==> src/rtl/fifo_modport.sv <==
// fifo_modport: synchronous single-clock FIFO with full/empty status.
//
// Stores up to DEPTH words of WIDTH bits and returns them in write order.
// Read data is registered: a read accepted on a rising edge presents the
// oldest entry on data_out after that edge. data_out holds its value
// whenever no read is accepted.
//
// Ports:
//   clk        single clock, all state updates on posedge
//   reset      synchronous active-high reset (pointers, count, data_out)
//   data_in    write data, captured when a write is accepted
//   write_enb  write request (dropped while full)
//   read       read request (ignored while empty)
//   data_out   registered read data
//   full       high when DEPTH entries are stored
//   empty      high when no entries are stored
module fifo_modport #(
  parameter int WIDTH = 8,
  parameter int DEPTH = 16
) (
  input  logic             clk,
  input  logic             reset,
  input  logic [WIDTH-1:0] data_in,
  input  logic             write_enb,
  input  logic             read,
  output logic [WIDTH-1:0] data_out,
  output logic             full,
  output logic             empty
);

  // Pointer width is derived from DEPTH; DEPTH must be a power of two so the
  // pointers wrap naturally at DEPTH.
  localparam int          AW        = $clog2(DEPTH);
  localparam logic [AW:0] DEPTH_CNT = (AW+1)'(DEPTH);

  logic [WIDTH-1:0] mem_q [DEPTH];
  logic [AW-1:0]    wr_ptr_q, wr_ptr_d;
  logic [AW-1:0]    rd_ptr_q, rd_ptr_d;
  logic [AW:0]      count_q, count_d;
  logic [WIDTH-1:0] data_out_q, data_out_d;
  logic             wr_acc, rd_acc;

  // Flags decode the registered count, so they only move after a clock edge
  // and can never be high together.
  assign full     = (count_q == DEPTH_CNT);
  assign empty    = (count_q == '0);
  assign data_out = data_out_q;

  always_comb begin
    wr_acc     = write_enb & ~full;
    rd_acc     = read & ~empty;
    wr_ptr_d   = wr_ptr_q;
    rd_ptr_d   = rd_ptr_q;
    count_d    = count_q;
    data_out_d = data_out_q;

    if (wr_acc) begin
      wr_ptr_d = wr_ptr_q + AW'(1);
    end

    // Reads see the pre-edge memory; an empty FIFO never bypasses the write
    // data straight to data_out.
    if (rd_acc) begin
      rd_ptr_d   = rd_ptr_q + AW'(1);
      data_out_d = mem_q[rd_ptr_q];
    end

    unique case ({wr_acc, rd_acc})
      2'b10:   count_d = count_q + (AW+1)'(1);
      2'b01:   count_d = count_q - (AW+1)'(1);
      default: count_d = count_q;
    endcase
  end

  always_ff @(posedge clk) begin
    if (reset) begin
      wr_ptr_q   <= '0;
      rd_ptr_q   <= '0;
      count_q    <= '0;
      data_out_q <= '0;
    end else begin
      wr_ptr_q   <= wr_ptr_d;
      rd_ptr_q   <= rd_ptr_d;
      count_q    <= count_d;
      data_out_q <= data_out_d;
    end
  end

  // Storage is not cleared by reset; a write coincident with reset is
  // suppressed so reset fully wins over the handshake.
  always_ff @(posedge clk) begin
    if (wr_acc && !reset) begin
      mem_q[wr_ptr_q] <= data_in;
    end
  end

endmodule

==> config.mk <==
export PLATFORM = sky130hd
export DESIGN_NAME = fifo_modport
export DESIGN_NICKNAME = d
export VERILOG_FILES = /design/src/rtl/fifo_modport.sv
export SDC_FILE = /design/constraint.sdc
export NUM_CORES = 1
export LEC_CHECK = 0
export ABC_AREA = 1
export CORE_ASPECT_RATIO = 1.25
export CORE_MARGIN = 8
export CORE_UTILIZATION = 35
export CTS_CLUSTER_DIAMETER = 200
export DETAILED_ROUTE_END_ITERATION = 8
export PLACE_DENSITY_LB_ADDON = 0.25
export SETUP_SLACK_MARGIN = 0.15
export SLEW_MARGIN = 20
export SYNTH_ARGS = -nofsm -noshare
export SYNTH_HDL_FRONTEND = slang
export SYNTH_SLANG_ARGS = --single-unit
==> constraint.sdc <==
create_clock -name clk -period 3.15 [get_ports clk]
set_input_delay 0.63 -clock clk [delete_from_list [all_inputs] [get_ports clk]]
set_output_delay 0.63 -clock clk [all_outputs]
set_load 0.01 [all_outputs]
# [After elaboration in Yosys (flattened, before gate mapping)]
# Memories as Yosys holds them, arrays and structs flattened. A register that Yosys moved wholly into a read port is not among the register bits.
# Index checks and enable logic that the tools add are counted.
[word_totals] reg_bits=13 latchBits=0 ram_bits=128 rom_bits=0 inputBits=12 out_inout_bits=10 wordCells=22 memories=1
[op_classes] addsub=4 n_mul=0 div_mod_pow=0 order_cmp=0 n_eq_ne=3 shifts=0 n_mux=3 bitwise=4 reduce_logical=4
[mem_list] name="mem_q" depth=16 word_bits=8 read_ports=1 rd_ports_with_merged_regs=1 write_ports=1 line_no="36" text="logic [WIDTH-1:0] mem_q [DEPTH];"
[op_table] operator="5-bit case mux with 2 select lines" count=1
[op_table] operator="4-bit by 1-bit adder with 4-bit output (second input constant)" count=2
[op_table] operator="5-bit by 1-bit adder with 5-bit output (second input constant)" count=1
[op_table] operator="5-bit equality test (second input constant)" count=1
[op_table] operator="5-bit logical NOT" count=1
[op_table] operator="5-bit by 1-bit subtractor with 5-bit output (second input constant)" count=1
[op_table] operator="1-bit bitwise AND" count=2
[op_table] operator="2-bit by 1-bit equality test with 1-bit output (second input constant)" count=1
[op_table] operator="2-bit equality test (second input constant)" count=1
[op_table] operator="1-bit 2-to-1 mux" count=2
[op_table] operator="1-bit inverter" count=2
[op_table] operator="2-bit nonzero test" count=1
[op_table] operator="1-bit logical AND" count=1
[op_table] operator="1-bit logical NOT" count=1

# [Depth between registers and ports, before layout]
# Gate-level depths: netlist of the first run.
[depth] word_depth=6 mapped_depth=16

# [Least setup slack after synthesis of the first run]
# No wires, ideal clock.
[synth_path] path_type="in2reg" startpoint="input read" endpoint="register count_q[4]" arrival_ns=2.122 required_ns=3.079 setup_slack_ns=0.957 path_stages=13 cell_sequence="nand2_2 > inv_2 > buf_2 > ha_1 > inv_1 > fa_1 > inv_1 > nand2_1 > a21boi_0 > o21bai_1 > nand2_1 > nand2_1 > a21oi_1"
[synth_via] elab_chain_cells=3 elab_cells_between_ends=5
[synth_lines] element="start, declared" line_no="25" text="input logic read,"
[synth_lines] element="1-bit bitwise AND *" line_no="51" text="rd_acc = read & ~empty;"
[synth_lines] element="named net rd_acc" line_no="41" text="logic wr_acc, rd_acc;"
[synth_lines] element="2-bit by 1-bit equality test with 1-bit output / 2-bit equality test (equally long branches)" line_no="68" text="unique case ({wr_acc, rd_acc})"
[synth_lines] element="5-bit case mux with 2 select lines / 2-bit nonzero test (equally long branches)"
[synth_lines] element="end signal, assigned" line_no="84" text="count_q <= count_d;"
[synth_lines] element="end, declared" line_no="39" text="logic [AW:0] count_q, count_d;"
# The timed path passes the listed nets; every way through them passes the cells marked *.
# A chain may end at the register's enable or synchronous reset.

# [Worst setup path in the final report of the first run]
[layout_path] startpoint="register count_q[1]" endpoint="output full"
[layout_via] elab_chain_cells=1
[layout_lines] element="5-bit equality test" line_no="45" text="assign full = (count_q == DEPTH_CNT);"
[layout_lines] element="end, declared" line_no="27" text="output logic full,"
# No other way between the ends.

==> summary.txt, run 1 <==
Status = complete, no violations
Setup TNS = 0 ns
# setup viols final = 0
Flops & latches, synth = 149
Worst-case clock buffer depth = 2
Setup WS pre-CTS = 0.4405 ns
Share of the synthesized area in the top cell type = 58.47%
Postcts setup bufs = 0
Clk Latency, worst-skew pair = 0.42 ns
Area grow syn2layout = 16.50%
TritonRoute pass-1 iters = 5
Vias in the first global route = 4,570
R2r endpoint = count_q[4]$_SDFFE_PP0P_
Core box area = 18,570 um2
Worst setup path endpoint = full
Antenna diodes = 0
Critical Path Start = count_q[1]$_SDFFE_PP0P_
DR vias/cell = 4.702
Reg2Reg Depth = 13
Crit Path Category = reg2out
Final GP Congestion = 0.8176
Top post-synthesis cells by count = 218 x nand2_1, 128 x edfxtp_1, 97 x nand3_1
CTS tree = done
First-pass GRT wire length = 24,340 um
CP required = 2.52 ns
Worst setup EP type = primary output
Root buf cell = clkbuf_16
Post-synth net total = 688
Slew headroom = 47.43%
Achievable Freq = 0.4346 GHz
CTS HTree Levels = 4
Iter 0 DRT Violations = 317
RSZ-0062 raised after global routing = no
Area contributors post-synth = edfxtp_1 58%, nand2_1 12%, nand3_1 7.4%, dfxtp_1 6.4%, inv_1 5.1%
Clock skew = 0.01015 ns
Remaining antenna violation count = 0
Layout cells sized above 1 = 7.910%
CP Launch Type = flop
Placed Area = 7038 um2
Largest net degree at the start of global routing = 67
Initial Util = 35.40%
Min-Delay Path Class = reg2reg
FF-to-FF Start = count_q[1]$_SDFFE_PP0P_
Row Count = 56
Hold Vio Cnt, Final = 0
Avg Cell Area, Syn = 9.871 um2
R2R Setup Slk = 0.87 ns
# DRC = 0
Drt total wl = 15,010 um
Die area = 23,450 um2
Cts bufs inserted = 17
Syn Std Cell Area = 6574 um2
HPWL Detailed = 9841 um
I/O Buffers = 21
Clock sink count = 149
Top-count cell post-synth = nand2_1
Total number of vias = 4,420
Synth Warn # = 0
Die height = 169.2 um
Fill cell instance count of the final layout = 1,756
Max Cap Viol = 0
Peak VDD IR = 0.4033 mV
Non-Filler Cell Area, Final = 7659 um2
Initial antenna violation count = 0
Total global routing track utilization = 13.34%
Post-layout power = 0.005908 W
Unique masters post-synth = 24
Syn Inst Count = 666
Post_cts resized = 0
Max Slew Vio Count = 0
I/O pins = 22
WP data arrival = 1.67 ns
Slowest cell on crit path = clkdlybuf4s50_1
EDFF count, synth = 128
Final period util = 73.05%
Critical path's most frequent cell = inv_1
Post-CTS Hold Buffers = 0
Fin nets = 717
Finished Core Util = 41.25%
Crit-path max cell delay = 0.53 ns
Clock slew at reported path FFs = 0.06 ns
Register area share after synthesis = 64.86%
Async set-reset flop share out of synthesis = 0%
Cell taking the most area after synthesis = edfxtp_1
Leakage = 3.219 nW
Total congestion overflow = 0
Worst setup margin = 0.8489 ns
Crit-path cells = inv_1, nand4_1, inv_1, clkdlybuf4s50_1
Tmin final = 2.301 ns
CP Max Fanout = 3
Chip width = 138.6 um
Power density cells = 771.4 nW/um2
Wire length per cell = 15.97 um
Worst Tran Pin Value = 0.7861 ns
Prevailing post-synth register cell = edfxtp_1
[power by group]
group          switching [W]  leakage [nW]  internal, W
registers          0.0000663          1.33      0.00225
clock network       0.000790         0.307      0.00127
logic                0.00103          1.59     0.000507
total                0.00188          3.22      0.00403
[logic make-up (layout without fill, tap and decap cells)]
group / count (synthesis) / after routing / share of synthesized area, %
fa+ha+maj: 10 / 10 / 2.018
buf+inv: 124 / 166 / 8.241
flops: 149 / 149 / 64.86
xor+xnor: 5 / 5 / 0.6661
simple gates: 356 / 356 / 22.46
compound gates: 22 / 22 / 1.751
[metrics by stage]
stage,hold WS (ns),cells
finish,0.5217,940
global route,0.5375,940
CTS,0.5151,940
detailed placement,0.5055,908
global placement,0.5064,908
floorplan,0.4719,666
[flip-flops by register name, summed over array words and instances (netlist names)]
| name | cells |
|---|---|
| count_q | 5 |
| data_out | 8 |
| mem_q | 128 |
| rd_ptr_q | 4 |
| wr_ptr_q | 4 |
[layer usage]
layer / vias to the layer above / global-route usage, % / share of wire, %
met5: - / 0 / 0
met4: 0 / 7.907 / 3.9
met3: 33 / 2.464 / 2.8
met2: 92 / 23.12 / 49
met1: 2082 / 15.12 / 44
li1: 2213 / - / -
[cell type report]
| cell class | instances | area (um2) | share of cell area [%] |
|---|---|---|---|
| flip-flops and latches | 149 | 4265 | 55.69 |
| multi-input cells | 393 | 1768 | 23.08 |
| clock buffers | 25 | 571.8 | 7.466 |
| repair buffers | 39 | 357.8 | 4.672 |
| inverters | 95 | 356.6 | 4.656 |
| well taps | 232 | 290.3 | 3.790 |
| clock inverters | 7 | 48.80 | 0.6372 |
[worst max-delay path, delay by kind of cell, from the launching register on]
kind          cells  cell delay, ns
buf+inv           3            0.74
simple gates      1            0.17
flops             1            0.34
[worst min-delay path by stage]
stage                                   from                        to  slack [ns]  depth (start not counted)
floorplan           wr_ptr_q[3]$_SDFFE_PP0P_  wr_ptr_q[3]$_SDFFE_PP0P_        0.47                          2
global placement     count_q[4]$_SDFFE_PP0P_   count_q[4]$_SDFFE_PP0P_        0.51                          2
detailed placement  wr_ptr_q[3]$_SDFFE_PP0P_  wr_ptr_q[3]$_SDFFE_PP0P_        0.51                          2
CTS                 wr_ptr_q[3]$_SDFFE_PP0P_  wr_ptr_q[3]$_SDFFE_PP0P_        0.52                          2
global route        wr_ptr_q[3]$_SDFFE_PP0P_  wr_ptr_q[3]$_SDFFE_PP0P_        0.54                          2
finish               count_q[4]$_SDFFE_PP0P_   count_q[4]$_SDFFE_PP0P_        0.52                          2
[cells in the final DEF (no fill, tap or decap)]
cell	n
o21ai_0	8
clkinv_2	1
clkinv_4	1
nand2_1	218
ha_1	9
inv_4	3
nand2_2	2
nand3_1	97
inv_1	89
fa_1	1
o21bai_1	1
xnor2_1	1
dfxtp_2	1
clkbuf_16	22
clkdlybuf4s50_1	21
nand4_1	2
buf_4	17
dfxtp_1	20
a21boi_0	1
clkbuf_8	1
clkbuf_1	2
nor3b_2	1
inv_2	4
inv_6	1
edfxtp_1	128
nor2_1	36
xor2_1	4
clkinvlp_4	1
clkinv_1	2
buf_12	1
a21oi_1	12
No activity file was read; power rests on OpenSTA's default activity.
==> run 2, diff against run 1 <==
- clock period: 3.15 -> 2.03 ns (I/O delays scaled with it)
==> run 2 against run 1 <==
Effect of this change:
- register-to-register slack worse by 0.80 ns
- global-route usage grew 0.28 points
- sequential power grew 56%
- sequential cell count stayed put
==> summary.txt, run 2 (synthesis results as in run 1) <==
Slowest cell on crit path = dfxtp_2
Min-Delay Path Class = reg2reg
DR vias/cell = 4.693 (-0.19%)
Clock sink count = 149 (unchanged)
Max Slew Vio Count = 0 (unchanged)
Final worst hold slack = 0.5003 ns (-0.02145 ns)
Chip width = 138.6 um (unchanged)
Sequential share of power = 37.2% (-2.0 points)
Initial Util = 35.40% (unchanged)
Iter 0 DRT Violations = 289 (-8.8%)
Worst Tran Pin Value = 0.5840 ns (-0.2021 ns)
Layout cells sized above 1 = 13.86% (+5.9 points)
Net Switching = 0.002987 W (+59%)
Final period util = 96.38%
Worst setup EP type = flop
Total congestion overflow = 0 (unchanged)
Die height = 169.2 um (unchanged)
Post-Layout Cell Count = 968 (+3.0%)
HPWL Detailed = 10,270 um (+4.3%)
Total global routing track utilization = 13.63% (+0.28 points)
Post-CTS Hold Buffers = 0 (unchanged)
CP Max Fanout = 3 (unchanged)
Vias in the first global route = 4,483 (-1.9%)
Crit-path max cell delay = 0.37 ns (-0.16 ns)
Final GP Congestion = 0.8243 (+0.82%)
Tmin final = 1.956 ns
Area grow syn2layout = 21.56%
Fin nets = 745 (+3.9%)
Core box area = 18,570 um2 (unchanged)
# DRC = 0 (unchanged)
Root buf cell = clkbuf_16
TritonRoute pass-1 iters = 4 (-1)
# setup viols final = 0 (unchanged)
I/O pins = 22 (unchanged)
Bufs and invs on worst path = 4 (+1)
Leakage = 3.364 nW (+4.5%)
Placed Area = 7243 um2 (+2.9%)
Die area = 23,450 um2 (unchanged)
Critical path's most frequent cell = inv_2
Peak VDD IR = 0.5548 mV (+38%)
Clk Latency, worst-skew pair = 0.42 ns (about the same)
CTS HTree Levels = 4 (unchanged)
Wire length per cell = 16.17 um (+1.3%)
Worst-case clock buffer depth = 2 (unchanged)
Clock skew = 0.007184 ns (-0.002968 ns)
Clock network power share = 34.7% (-0.2 points)
Non-Filler Cell Area, Final = 7991 um2 (+4.3%)
Remaining antenna violation count = 0 (unchanged)
Power density cells = 1215 nW/um2 (+58%)
Max Cap Viol = 0 (unchanged)
Top reg by flops = mem_q
Achievable Freq = 0.5111 GHz
Drt total wl = 15,660 um (+4.3%)
Slew headroom = 60.83% (+13 points)
Most common cell after layout, fill and taps aside = nand2_1
Antenna diodes = 0 (unchanged)
Clock slew at reported path FFs = 0.06 ns (about the same)
CP required = 2.39 ns (-0.13 ns)
Hold Vio Cnt, Final = 0 (unchanged)
Total number of vias = 4,543 (+2.8%)
I/O Buffers = 21 (unchanged)
Most frequent cells in the layout = 215 x nand2_1, 128 x edfxtp_1, 96 x nand3_1
Crit Path Category = reg2reg
CTS tree = done
Worst path top cell family by delay = adder cells
Row Count = 56 (unchanged)
Cts bufs inserted = 17 (unchanged)
WP data arrival = 2.31 ns (+0.64 ns)
Crit-path cells = inv_2, nand4_1, nand2_2, inv_2, ha_4, inv_2, fa_2, inv_2, nand2_2, a21boi_2, o21bai_1, nand2_1, nand2_1, a21oi_2
P_int = 0.006726 W (+67%)
Switching Share = 30.75% (-1.1 points)
First-pass GRT wire length = 24,820 um (+2.0%)
Post-layout power = 0.009713 W (+64%)
Largest net degree at the start of global routing = 67 (unchanged)
RSZ-0062 raised after global routing = yes
Setup TNS = 0 ns (unchanged)
CP Launch Type = flop
Initial antenna violation count = 0 (unchanged)
Max FFs per register = 128 (unchanged)
Status = complete, no violations
Comb pwr share = 28.1% (+2.2 points)
Placed Cells incl. Taps = 930 (+2.4%)
[run 2: path summary, 6_finish.rpt]
| path | from | slack, ns | end | cells past startpoint |
|---|---|---|---|---|
| setup / recovery | count_q[1]$_SDFFE_PP0P_ | 0.07 | count_q[4]$_SDFFE_PP0P_ | 14 |
| hold / removal | count_q[4]$_SDFFE_PP0P_ | 0.50 | count_q[4]$_SDFFE_PP0P_ | 2 |
| setup reg to reg | count_q[1]$_SDFFE_PP0P_ | 0.07 | count_q[4]$_SDFFE_PP0P_ | 14 |
| hold reg to reg | count_q[4]$_SDFFE_PP0P_ | 0.50 | count_q[4]$_SDFFE_PP0P_ | 2 |
[run 2: area by class of cell]
type                       instances  area (um2)
inverter                          95       356.6
tap                              232       290.3
fill                            1742       10580
timing repair buffer              67       596.8
sequential                       149        4273
multi-input combinational        393        1838
clock inverter                    14       207.7
clock buffer                      18       429.2
[run 2: per-stage QoR]
stage          setup slack, ns  util, %
2_1_floorplan           0.1368        -
6_report               0.07352    43.04
3_3_place_gp           -0.1081    39.01
3_5_place_dp           -0.1945    39.01
4_1_cts                 0.1017    42.57
5_1_grt               -0.05805    43.04
[run 2: routing by layer]
| metal | GRT usage [%] | up-vias | share of wire [%] |
|---|---|---|---|
| met1 | 15.85 | 2155 | 42 |
| met2 | 23.77 | 94 | 51 |
| met5 | 0 | - | 0 |
| met3 | 2.632 | 27 | 4.4 |
| li1 | - | 2267 | - |
| met4 | 6.439 | 0 | 2.9 |
[run 2: worst min-delay path: stages (launching register included)]
cell	delay [ns]
dfxtp_2	0.34
nand2_1	0.08
a21oi_2	0.05
[run 2: repair_timing]
action                                  4_1_cts  5_1_grt
endpoints found under the setup margin        5       44
gates resized for setup                       8       21
setup buffers                                 3        3
pin swaps                                     5       11
[run 2: power groups by stage]
stage / sequential [W] / combinational (W) / clock, W
detailed placement: 0.00366 / 0.00255 / 0
floorplan: 0.00366 / 0.00168 / 0
global placement: 0.00365 / 0.00251 / 0
CTS: 0.00360 / 0.00260 / 0.00342
finish: 0.00362 / 0.00273 / 0.00337
global route: 0.00363 / 0.00303 / 0.00352
